<file path="src/rtl/vector_order_deser.sv">
// Serial-in, parallel-out word assembler with elaboration-time bit-order mapping.
// Presents each completed word on a descending view and a bit-reversed view behind valid/ready.
module vector_order_deser #(
    parameter int WIDTH     = 14,
    parameter bit MSB_FIRST = 1'b1
) (
    input  logic             clk,
    input  logic             rst,
    input  logic             s_valid,
    input  logic             s_bit,
    input  logic             s_sof,
    output logic             p_valid,
    input  logic             p_ready,
    output logic [WIDTH-1:0] p_data,
    output logic [WIDTH-1:0] p_data_rev,
    output logic             ovf,
    output logic             frame_err
);
    localparam int            CW   = $clog2(WIDTH);
    localparam logic [CW-1:0] LAST = CW'(WIDTH - 1);

    typedef enum logic {IDLE, COLLECT} state_t;

    state_t           state, state_nxt;
    logic [CW-1:0]    cnt, cnt_nxt, k, pos;
    logic [WIDTH-1:0] sreg, sreg_nxt, word_rev;
    logic             take, done, ferr_nxt;

    always_comb begin
        state_nxt = state;
        cnt_nxt   = cnt;
        sreg_nxt  = sreg;
        take      = 1'b0;
        done      = 1'b0;
        ferr_nxt  = 1'b0;
        // A start-of-frame bit is always bit 0, even if it would have completed a word.
        k   = s_sof ? '0 : cnt;
        pos = MSB_FIRST ? (LAST - k) : k;
        case (state)
            IDLE:    take = s_valid && s_sof;
            COLLECT: begin
                take     = s_valid;
                ferr_nxt = s_valid && s_sof && (cnt != '0);
            end
            default: state_nxt = IDLE;
        endcase
        if (take) begin
            if (s_sof)
                sreg_nxt = '0;
            sreg_nxt[pos] = s_bit;
            if (k == LAST) begin
                done      = 1'b1;
                cnt_nxt   = '0;
                state_nxt = IDLE;
            end else begin
                cnt_nxt   = k + CW'(1);
                state_nxt = COLLECT;
            end
        end
    end

    always_comb begin
        word_rev = '0;
        for (int i = 0; i < WIDTH; i++)
            word_rev[i] = sreg_nxt[WIDTH-1-i];
    end

    always_ff @(posedge clk) begin
        if (rst) begin
            state      <= IDLE;
            cnt        <= '0;
            sreg       <= '0;
            p_valid    <= 1'b0;
            p_data     <= '0;
            p_data_rev <= '0;
            ovf        <= 1'b0;
            frame_err  <= 1'b0;
        end else begin
            state     <= state_nxt;
            cnt       <= cnt_nxt;
            sreg      <= sreg_nxt;
            frame_err <= ferr_nxt;
            if (done) begin
                // A held, unaccepted word wins; the newcomer is dropped and flagged.
                if (!p_valid || p_ready) begin
                    p_data     <= sreg_nxt;
                    p_data_rev <= word_rev;
                    p_valid    <= 1'b1;
                end else begin
                    ovf <= 1'b1;
                end
            end else if (p_ready) begin
                p_valid <= 1'b0;
            end
        end
    end
endmodule

</file>
<file path="config.mk">
export PLATFORM = sky130hd
export DESIGN_NAME = vector_order_deser
export DESIGN_NICKNAME = d
export VERILOG_FILES = /design/src/rtl/vector_order_deser.sv
export SDC_FILE = /design/constraint.sdc
export NUM_CORES = 1
export LEC_CHECK = 0
export CAP_MARGIN = 10
export CORE_MARGIN = 2
export CORE_UTILIZATION = 30
export DETAILED_ROUTE_END_ITERATION = 16
export MAX_ROUTING_LAYER = met4
export PLACE_DENSITY_LB_ADDON = 0.08
export SLEW_MARGIN = 30
export SYNTH_ARGS = -nofsm -noshare
export SYNTH_HDL_FRONTEND = slang
export SYNTH_SLANG_ARGS = --single-unit
</file>
<file path="constraint.sdc">
create_clock -name clk -period 2.61 [get_ports clk]
set_input_delay 0.3915 -clock clk [delete_from_list [all_inputs] [get_ports clk]]
set_output_delay 0.3915 -clock clk [all_outputs]
set_load 0.02 [all_outputs]
</file>
==> qor.txt <==
Number of synthesized flops with an enable pin - 0
# port buffers - 36
Clock Latency Late Sink - 0.29 ns
CTS tree - built
Post-Synth Adder-Cell Area - 2.53%
# diodes - 0
Reg2reg start - cnt[1]$_SDFFE_PP0N_
Hold Path Class - reg -> reg
Final period util - 80.5%
Leakage - 0.805 nW
Outcome - completed
Compound-gate portion of the synthesized area - 29.2%
Req. time, crit path - 2.81 ns
Post-CTS Setup Inserts - 0
Post-synthesis mux area share - 3.04%
DRC Markers - 0
CP endpoint kind - register
Number of max-cap violations - 0
Overflow after GRT - 0
Starting density of the core - 31.1%
Crit Path Class - in -> reg
Yosys warns - 0
RSZ-0062 raised after global routing - no
Setup TNS - 0 ns
Max Fclk - 0.476 GHz
Avg Inst Size Synth - 9.02 um2
Seq cells post-synth - 36
Drt first pass iters - 4
Top-Level Pins - 37
Final period demand of the worst path - 2.10 ns
Initial antenna violation count - 0
Post-synthesis sequential area ratio - 36.5%
Layout cells sized above 1 - 9.66%
FFs w/ async S/R, synth - 0%
Post-Syn Instances - 219
Synth unique cells - 44
Hold Slack - 0.488 ns
Peak VDD IR - 0.169 mV
Main synth FF type - dfxtp_1
CTS root buffer - clkbuf_8
CTS Sinks - 36
Setup-failing EPs final - 0
Synthesized area - 1980 um2
Via density - 5.45
Post-DR wirelength/cell - 16.6 um
CTS H-Tree Depth - 2
Critical path startpoint - s_sof
Layout area overhead - 21.1%
All-layer global routing usage - 15.3%
Syn Nets - 229
First-pass GRT wire length - 8570 um
Core Footprint - 6350 um2
Reg2reg setup slack - 0.69 ns
Die X - 85.2 um
HP Start - p_data[7]$_SDFFE_PP0P_
XOR/XNOR Fraction of Synth Area - 1.27%
Skew final - 0.00855 ns
Vias in the first global route - 1,617
Crit path DAT - 2.30 ns
Worst-path fanout max - 6
Rows - 29
Worst slew pin tran - 0.602 ns
Reg clk slew, reported paths - 0.08 ns
Inserted Clock Buffers - 5
Critical path startpoint category - primary input
Synth Area in Simple Gates - 16.5%
DP HPWL - 3730 um
Filler cells - 643
P per Cell Area - 435 nW/um2
Nets@finish - 248
Post-CTS resize count - 0
Max-Slew Margin vs Limit - 59.9%
Fin. Hold Viols - 0
DIE AREA - 7250 um2
DIE HEIGHT - 85.2 um
Total number of vias - 1,717
Hold buffer count at CTS - 0
Placer Congestion - 0.863
Main combinational cell family by area after synthesis - compound AO/OA/AOI/OAI gates
DRT antenna net count - 0
Largest net degree at the start of global routing - 28
Clock Path Buffers - 2
Max-slew violations - 0
Iter 0 DRT Violations - 54
Drt total wl - 5220 um
==> kinds of logic (layout without fill, tap and decap cells) <==
group / Yosys count / in the layout
AO/OA/AOI/OAI: 81 / 81
AND/OR/NAND/NOR: 53 / 53
buffers and inverters: 37 / 56
flip-flops: 36 / 36
multiplexers: 6 / 6
adder cells (fa/ha/maj): 4 / 4
XOR/XNOR: 2 / 2
==> through the flow <==
step / worst slack [ns] / instance area (um2) / util [%] / total power, mW / std cells
4_1_cts: 0.519 / 2390 / 37.7 / 1.05 / 315
3_3_place_gp: 0.270 / 2310 / 36.5 / 0.667 / 308
6_report: 0.509 / 2390 / 37.7 / 1.04 / 315
3_5_place_dp: 0.215 / 2310 / 36.5 / 0.665 / 308
2_1_floorplan: 0.595 / 1980 / - / 0.632 / 219
5_1_grt: 0.356 / 2390 / 37.7 / 1.09 / 315
==> state kept, by name, summed over array words and instances, names as in the netlist <==
register / count
cnt: 4
frame_err: 1
ovf: 1
p_data: 13
p_data_rev: 1
p_valid: 1
sreg: 14
state: 1
==> layout make-up <==
type | instances | area [um2] | share of cell area [%]
clock buffers | 6 | 72.6 | 3.03
clock inverters | 1 | 5.00 | 0.209
inverters | 3 | 11.3 | 0.471
multi-input cells | 146 | 1040 | 43.4
flip-flops and latches | 36 | 721 | 30.1
well taps | 77 | 96.3 | 4.03
repair buffers | 46 | 448 | 18.7
==> cell usage after synthesis, types with 2 or more instances <==
cell type	n	area share [%]
a211oi_1	5	1.9
a21boi_0	13	4.9
a21oi_1	18	4.6
a311oi_1	3	1.3
a31oi_1	9	2.8
buf_2	8	2.0
buf_4	14	5.3
buf_6	2	1.1
clkbuf_1	10	1.9
dfxtp_1	36	36
ha_1	4	2.5
inv_1	3	0.57
mux2i_1	6	3.0
nand2_1	3	0.57
nand2b_1	10	3.2
nand3_1	9	2.3
nand4_1	6	1.9
nor2_1	6	1.1
nor2b_1	2	0.63
nor3_1	4	1.0
nor4_1	2	0.63
o2111a_1	3	1.7
o2111ai_1	4	1.8
o211ai_1	4	1.5
o21ai_0	2	0.51
o311ai_0	3	1.3
o31ai_1	13	4.9
==> power breakdown <==
part | internal (mW) | switching, mW | leakage, nW
registers | 0.554 | 0.0109 | 0.291
logic | 0.0335 | 0.0548 | 0.474
clock network | 0.182 | 0.205 | 0.0410
==> worst max-delay path, cell delays in order <==
cell and delay, ns:
clkdlybuf4s50_1 0.51, inv_1 0.13, nand2_1 0.13, ha_1 0.24, o211ai_1 0.14, or4b_4 0.56
a311oi_2 0.20
==> per-layer routing <==
metal	global-route usage [%]	part of all wire (%)
met1	19.5	49
met2	24.1	46
met3	3.31	3.2
met4	5.05	1.8
met5	-	0
==> placed cells by master (no fill, tap or decap), types with 5 or more instances in the layout <==
master	count
nor2_1	6
a31oi_1	9
a211oi_1	5
nand2b_1	10
buf_4	9
a21boi_0	13
o31ai_1	13
nand3_1	9
clkbuf_8	5
mux2i_1	6
clkdlybuf4s50_1	36
nand4_1	6
a21oi_1	18
dfxtp_1	36
==> worst paths after layout <==
kind	end	cells past startpoint
min	p_data[7]$_SDFFE_PP0P_	2
max	p_data[1]$_SDFFE_PP0P_	7
min reg2reg	p_data[7]$_SDFFE_PP0P_	2
max reg2reg	p_data[2]$_SDFFE_PP0P_	6
No activity file was read; power rests on OpenSTA's default activity.
